==> src/rtl/score_combo_engine.sv <==
// score_combo_engine
//   Collects hit judgements from NUM_LANES judge lanes, holds one pending
//   judgement per lane, serialises them with a round-robin arbiter, and
//   updates combo / max combo / multiplier (stage 1) and a saturating
//   score (stage 2).
// Ports
//   clk, reset_n          clock, asynchronous active-low reset
//   start, stop           game control (start from IDLE/DONE, stop in PLAY)
//   hit_valid, hit_grade  per-lane judgement strobe and 2-bit grade
//   score, combo, max_combo, multiplier   game counters
//   state                 0=IDLE 1=PLAY 2=DRAIN 3=DONE
//   busy                  judgements still pending or in flight
//   saturated, overrun    sticky flags for score clamp / dropped hit
module score_combo_engine #(
  parameter int NUM_LANES   = 4,
  parameter int SCORE_W     = 16,
  parameter int COMBO_W     = 8,
  parameter int PTS_GOOD    = 32,
  parameter int PTS_PERFECT = 256,
  parameter int COMBO_STEP  = 16,
  parameter int MULT_MAX    = 17
) (
  input  logic                   clk,
  input  logic                   reset_n,
  input  logic                   start,
  input  logic                   stop,
  input  logic [NUM_LANES-1:0]   hit_valid,
  input  logic [2*NUM_LANES-1:0] hit_grade,
  output logic [SCORE_W-1:0]     score,
  output logic [COMBO_W-1:0]     combo,
  output logic [COMBO_W-1:0]     max_combo,
  output logic [4:0]             multiplier,
  output logic [1:0]             state,
  output logic                   busy,
  output logic                   saturated,
  output logic                   overrun
);

  localparam logic [1:0] S_IDLE  = 2'd0;
  localparam logic [1:0] S_PLAY  = 2'd1;
  localparam logic [1:0] S_DRAIN = 2'd2;
  localparam logic [1:0] S_DONE  = 2'd3;

  localparam int LW      = (NUM_LANES > 1) ? $clog2(NUM_LANES) : 1;
  localparam int PTS_MAX = (PTS_PERFECT > PTS_GOOD) ? PTS_PERFECT : PTS_GOOD;
  localparam int PROD_W  = $clog2(PTS_MAX * MULT_MAX + 1);
  // Wide enough that neither operand is truncated before the clamp test.
  localparam int SUM_W   = ((SCORE_W > PROD_W) ? SCORE_W : PROD_W) + 1;

  logic [1:0]                  state_q, state_d;
  logic [NUM_LANES-1:0]        pending_q, pending_d;
  logic [NUM_LANES-1:0][1:0]   grade_q, grade_d;
  logic [LW-1:0]               ptr_q, ptr_d;
  logic [COMBO_W-1:0]          combo_q, combo_d;
  logic [COMBO_W-1:0]          max_combo_q, max_combo_d;
  logic [4:0]                  mult_q, mult_d;
  logic                        s1_valid_q, s1_valid_d;
  logic [PROD_W-1:0]           prod_q, prod_d;
  logic [SCORE_W-1:0]          score_q, score_d;
  logic                        sat_q, sat_d;
  logic                        overrun_q, overrun_d;

  logic [NUM_LANES-1:0][1:0]   hg_s;
  logic                        gnt_valid_s;
  logic [LW-1:0]               gnt_idx_s;
  logic [NUM_LANES-1:0]        gnt_onehot_s;
  logic [NUM_LANES-1:0]        pend_kept_s;
  logic [1:0]                  gnt_grade_s;
  logic [COMBO_W-1:0]          combo_nx_s;
  logic [31:0]                 mult_calc_s;
  logic [31:0]                 base_s;
  logic [SUM_W-1:0]            sum_s;
  logic                        busy_s;

  assign hg_s   = hit_grade;
  assign busy_s = (|pending_q) | s1_valid_q;

  // Round-robin grant: first pending lane at or after the pointer.
  always_comb begin
    logic [LW-1:0] lane;
    logic          take;
    gnt_valid_s = 1'b0;
    gnt_idx_s   = '0;
    lane        = '0;
    take        = 1'b0;
    for (int k = 0; k < NUM_LANES; k++) begin
      lane        = LW'((int'(ptr_q) + k) % NUM_LANES);
      take        = !gnt_valid_s && pending_q[lane];
      gnt_idx_s   = take ? lane : gnt_idx_s;
      gnt_valid_s = gnt_valid_s | take;
    end
    gnt_onehot_s = gnt_valid_s ? (NUM_LANES'(1) << gnt_idx_s) : '0;
    pend_kept_s  = pending_q & ~gnt_onehot_s;
  end

  // Stage-1 arithmetic for the granted judgement: next combo, multiplier, base points.
  always_comb begin
    gnt_grade_s = grade_q[gnt_idx_s];
    if (gnt_grade_s == 2'b00) begin
      combo_nx_s = '0;
    end else if (combo_q == {COMBO_W{1'b1}}) begin
      combo_nx_s = combo_q;
    end else begin
      combo_nx_s = combo_q + COMBO_W'(1);
    end
    // ceil(c/STEP) rewritten as (c-1)/STEP + 1, valid for c >= 1.
    if (combo_nx_s == '0) begin
      mult_calc_s = 32'd1;
    end else begin
      mult_calc_s = 32'd2 + ((32'(combo_nx_s) - 32'd1) / 32'(COMBO_STEP));
    end
    if (mult_calc_s > 32'(MULT_MAX)) begin
      mult_calc_s = 32'(MULT_MAX);
    end else begin
      mult_calc_s = mult_calc_s;
    end
    case (gnt_grade_s)
      2'b00:   base_s = 32'd0;
      2'b11:   base_s = 32'(PTS_PERFECT);
      default: base_s = 32'(PTS_GOOD);
    endcase
  end

  // Next-state logic: capture, pipeline stages, FSM and game-start clearing.
  always_comb begin
    state_d     = state_q;
    pending_d   = pend_kept_s;
    grade_d     = grade_q;
    ptr_d       = ptr_q;
    combo_d     = combo_q;
    max_combo_d = max_combo_q;
    mult_d      = mult_q;
    s1_valid_d  = 1'b0;
    prod_d      = prod_q;
    score_d     = score_q;
    sat_d       = sat_q;
    overrun_d   = overrun_q;
    sum_s       = SUM_W'(score_q) + SUM_W'(prod_q);

    // Stage 1: consume the granted slot.
    if (gnt_valid_s) begin
      ptr_d       = (gnt_idx_s == LW'(NUM_LANES - 1)) ? '0 : gnt_idx_s + LW'(1);
      combo_d     = combo_nx_s;
      max_combo_d = (combo_nx_s > max_combo_q) ? combo_nx_s : max_combo_q;
      mult_d      = 5'(mult_calc_s);
      prod_d      = PROD_W'(base_s * mult_calc_s);
      s1_valid_d  = 1'b1;
    end else begin
      s1_valid_d  = 1'b0;
    end

    // Stage 2: saturating accumulate.
    if (s1_valid_q) begin
      if (sum_s > SUM_W'({SCORE_W{1'b1}})) begin
        score_d = {SCORE_W{1'b1}};
        sat_d   = 1'b1;
      end else begin
        score_d = SCORE_W'(sum_s);
      end
    end else begin
      score_d = score_q;
    end

    // Capture: a slot freed by this edge's grant may take a new hit.
    for (int i = 0; i < NUM_LANES; i++) begin
      if ((state_q == S_PLAY) && hit_valid[i]) begin
        if (pend_kept_s[i]) begin
          overrun_d = 1'b1;
        end else begin
          pending_d[i] = 1'b1;
          grade_d[i]   = hg_s[i];
        end
      end else begin
        pending_d[i] = pend_kept_s[i];
      end
    end

    case (state_q)
      S_IDLE, S_DONE: begin
        if (start) begin
          state_d     = S_PLAY;
          score_d     = '0;
          combo_d     = '0;
          max_combo_d = '0;
          mult_d      = 5'd0;
          sat_d       = 1'b0;
          overrun_d   = 1'b0;
          ptr_d       = '0;
        end else begin
          state_d     = state_q;
        end
      end
      S_PLAY: begin
        if (stop) begin
          state_d = S_DRAIN;
        end else begin
          state_d = S_PLAY;
        end
      end
      S_DRAIN: begin
        if (!busy_s) begin
          state_d = S_DONE;
        end else begin
          state_d = S_DRAIN;
        end
      end
      default: state_d = S_IDLE;
    endcase
  end

  // State registers.
  always_ff @(posedge clk or negedge reset_n) begin
    if (!reset_n) begin
      state_q     <= S_IDLE;
      pending_q   <= '0;
      grade_q     <= '0;
      ptr_q       <= '0;
      combo_q     <= '0;
      max_combo_q <= '0;
      mult_q      <= 5'd0;
      s1_valid_q  <= 1'b0;
      prod_q      <= '0;
      score_q     <= '0;
      sat_q       <= 1'b0;
      overrun_q   <= 1'b0;
    end else begin
      state_q     <= state_d;
      pending_q   <= pending_d;
      grade_q     <= grade_d;
      ptr_q       <= ptr_d;
      combo_q     <= combo_d;
      max_combo_q <= max_combo_d;
      mult_q      <= mult_d;
      s1_valid_q  <= s1_valid_d;
      prod_q      <= prod_d;
      score_q     <= score_d;
      sat_q       <= sat_d;
      overrun_q   <= overrun_d;
    end
  end

  assign score      = score_q;
  assign combo      = combo_q;
  assign max_combo  = max_combo_q;
  assign multiplier = mult_q;
  assign state      = state_q;
  assign busy       = busy_s;
  assign saturated  = sat_q;
  assign overrun    = overrun_q;

endmodule

==> config.mk <==
export PLATFORM = sky130hd
export DESIGN_NAME = score_combo_engine
export DESIGN_NICKNAME = d
export VERILOG_FILES = /design/src/rtl/score_combo_engine.sv
export SDC_FILE = /design/constraint.sdc
export NUM_CORES = 1
export LEC_CHECK = 0
export ABC_AREA = 1
export CAP_MARGIN = 20
export CORE_UTILIZATION = 60
export CTS_CLUSTER_DIAMETER = 40
export CTS_CLUSTER_SIZE = 25
export DETAILED_ROUTE_END_ITERATION = 6
export PLACE_DENSITY = 0.85
export SLEW_MARGIN = 20
export SYNTH_ARGS = -nofsm -noshare
export SYNTH_HDL_FRONTEND = slang
export SYNTH_SLANG_ARGS = --single-unit
==> constraint.sdc <==
create_clock -name clk -period 9.39 [get_ports clk]
set_input_delay 1.878 -clock clk [delete_from_list [all_inputs] [get_ports clk]]
set_output_delay 1.878 -clock clk [all_outputs]
set_load 0.02 [all_outputs]
==> results.md <==
* Status: finished clean
* Initial Util at 0.629
* Yosys top cell area share at 0.371
* PostCTS Resize Cnt at 0
* Hold path depth at 2
* Reg-to-reg setup timing slack at approximately 2.8 ns
* Total GRT Usage at 0.269
* Critical Path RT at just under 10 ns
* Chip width at between 80 and 90 um
* DRT iter0 DRCs at roughly 190
* Final wirelength at roughly 9800 um
* Register bit total from synthesis at 64
* Slew @ Worst Pin at around 1 ns
* # rows at 30
* Clock sinks at 64
* CP max stage delay at 0.49 ns
* Worst skew pair latency at ~0.34 ns
* TNS Setup at 0 ns
* Min Tclk post-route at 6.58 ns
* Sequential element share of the synthesized area at 0.371
* Hold Buf Count CTS at 0
* Vias in the first global route at 3700
* Total gr overflow at 0
* Number of H-tree levels at 3
* Max Slew Vio Count at 0
* Hold EP: prod_q[10]$_DFFE_PN0N_
* Max clock buf depth at 2
* Cell with the most instances after synthesis: nand2_1
* Max Fclk at 152 MHz
* Core outline area at ~0.0069 mm2
* Post-synth ARST share at 1.00
* Final clock skew at roughly 0.0094 ns
* Slew headroom at 0.330
* FF-to-FF End: prod_q[12]$_DFFE_PN0N_
* Most area-consuming cells after synthesis: dfrtp_1, ha_1, nand2_1
* First-pass GRT wire length at 15900 um
* Io pins at 58
* Worst Setup Start Kind: flip-flop
* Synth Flop Type: dfrtp_1
* Synth Warn # at 0
* Period utilization at 0.700
* Post-synthesis cell count at about 550
* Drt wl/cell at approximately 14 um
* Worst path most repeated cell: nand2_1
* Vias per cell at between 5 and 6
* Antenna violations before repair at 0
* Area leader, netlist: dfrtp_1
* Routed vias at 3836
* Reg2Reg Depth at 41
* CP Capture Type: flip-flop
* TritonCTS buffer count at 9
* Layout cells sized above 1 at 0.0961
* Remaining DRCs at 0
* Commonest cells in the netlist: nand2_1, inv_1, dfrtp_1
* RD Place Congestion at between 0.8 and 0.9
* Setup Buffers After CTS at 0
* Root Driver: clkbuf_8
* Port Buffers at 57
* RSZ-0062 raised after global routing: no
* Worst hold start: prod_q[10]$_DFFE_PN0N_
* Filler cell count at 526
* Largest net degree at the start of global routing at between 60 and 70
* Layout Nets at approximately 670
* FF-to-FF Start: ptr_q[0]$_DFF_PN0_
* Post-synth EDFFs at 0
* Tightest Hold Check Type: reg -> reg
* Mean post-synth cell area at 7.84 um2
* Diode count at 0
* Final setup viols at 0
* Critical Path AT at approximately 7 ns
* Die Ht at 86.9 um
* Syn Std Cell Area at 0.00432 mm2
* Max Cap Viol at 0
* Post-synth cell types at 44
* Crit Path Max Fanout at 11
* Area grow syn2layout at 20.6%
* DIE AREA at around 0.0075 mm2
* CP max-delay cell: dfrtp_1
* CP Class: reg -> reg
* Post-route ant nets at 0
* DP HPWL at 7070 um
* Reg clk slew, reported paths at ~0.080 ns
* CTS tree: done
* DRT Pass-1 Iters at 4
* Final hold vios at 0
## sequential cells by signal, indices dropped and copies added, names as in the netlist
register and flops:
grade_q 8, score 16, combo 8, s1_valid_q 1
saturated 1, max_combo 8, state 2, pending_q 4
multiplier 5, overrun 1, ptr_q 2, prod_q 8
## final cells by class
cell class,count,area [um2],share of cell area
clock buffer,9,124,0.0238
clock inverter,7,128,0.0245
inverter,80,300,0.0576
multi-input combinational,395,2360,0.452
sequential,64,1600,0.307
tap,96,120,0.0230
timing repair buffer,59,581,0.111
## cell usage in the layout (no fill, tap or decap), types with 2 or more instances in the layout
master and count:
a21oi_1 55, a221oi_1 3, buf_4 2, bufinv_16 3, clkbuf_8 9, clkdlybuf4s50_1 56
clkinv_4 2, conb_1 2, dfrtp_1 64, ha_1 40, inv_1 74, inv_2 6
mux2_2 5, nand2_1 127, nand2_2 4, nand2_4 2, nand3_1 26, nand3_2 3
nand3_4 2, nand4_1 2, nor2_1 38, nor2_2 5, nor2_4 6, nor3_1 4
o211ai_1 3, o21ai_0 29, o21ai_1 10, xnor2_1 5, xor2_1 8
## how the worst max path moves through the flow
| stage | startpoint | end | cells after the start |
|---|---|---|---|
| 5_1_grt | ptr_q[0]$_DFF_PN0_ | prod_q[12]$_DFFE_PN0N_ | 39 |
| 2_1_floorplan | ptr_q[1]$_DFF_PN0_ | prod_q[12]$_DFFE_PN0N_ | 43 |
| 4_1_cts | ptr_q[0]$_DFF_PN0_ | prod_q[12]$_DFFE_PN0N_ | 41 |
| 3_5_place_dp | ptr_q[0]$_DFF_PN0_ | prod_q[12]$_DFFE_PN0N_ | 41 |
| 6_report | ptr_q[0]$_DFF_PN0_ | prod_q[12]$_DFFE_PN0N_ | 41 |
| 3_3_place_gp | ptr_q[0]$_DFF_PN0_ | prod_q[12]$_DFFE_PN0N_ | 41 |
## metrics by stage
step	cells	setup WS (ns)	hold WS [ns]	utilization	instance area (um2)
finish	710	2.81	0.480	0.759	5210
global route	710	2.29	0.517	0.759	5210
CTS	710	2.82	0.482	0.759	5210
detailed placement	694	2.84	0.463	0.722	4960
global placement	694	3.32	0.462	0.722	4960
floorplan	552	3.82	0.446	-	4330
## routing by layer
layer | vias to the layer above | GRT usage | part of all wire
met2 | 100 | 0.479 | 0.50
met1 | 1803 | 0.320 | 0.44
met3 | 20 | 0.0389 | 0.039
met5 | - | 0 | 0
met4 | 0 | 0.124 | 0.023
li1 | 1913 | - | -
## cell families after synthesis
kind of cell / after synthesis / share of synthesized area
and+or+nand+nor: 224 / 0.244
muxes: 5 / 0.0130
other: 1 / 0.000868
buffers and inverters: 93 / 0.0845
AOI/OAI and AO/OA: 110 / 0.140
DFF: 64 / 0.371
xor gates and xnor gates: 13 / 0.0263
adders and majority gates: 41 / 0.120
## critical path: cells and delay by family, from the launching register on
kind	cells	cell delay (ns)
simple gates	20	2.31
compound gates	4	0.76
xor+xnor	4	0.85
flops	1	0.49
buf+inv	6	0.62
fa+ha+maj	7	1.45
Power is left out: the tool's default activity adds up to more than one toggle a clock period on the data nets, which glitch-free logic cannot reach.
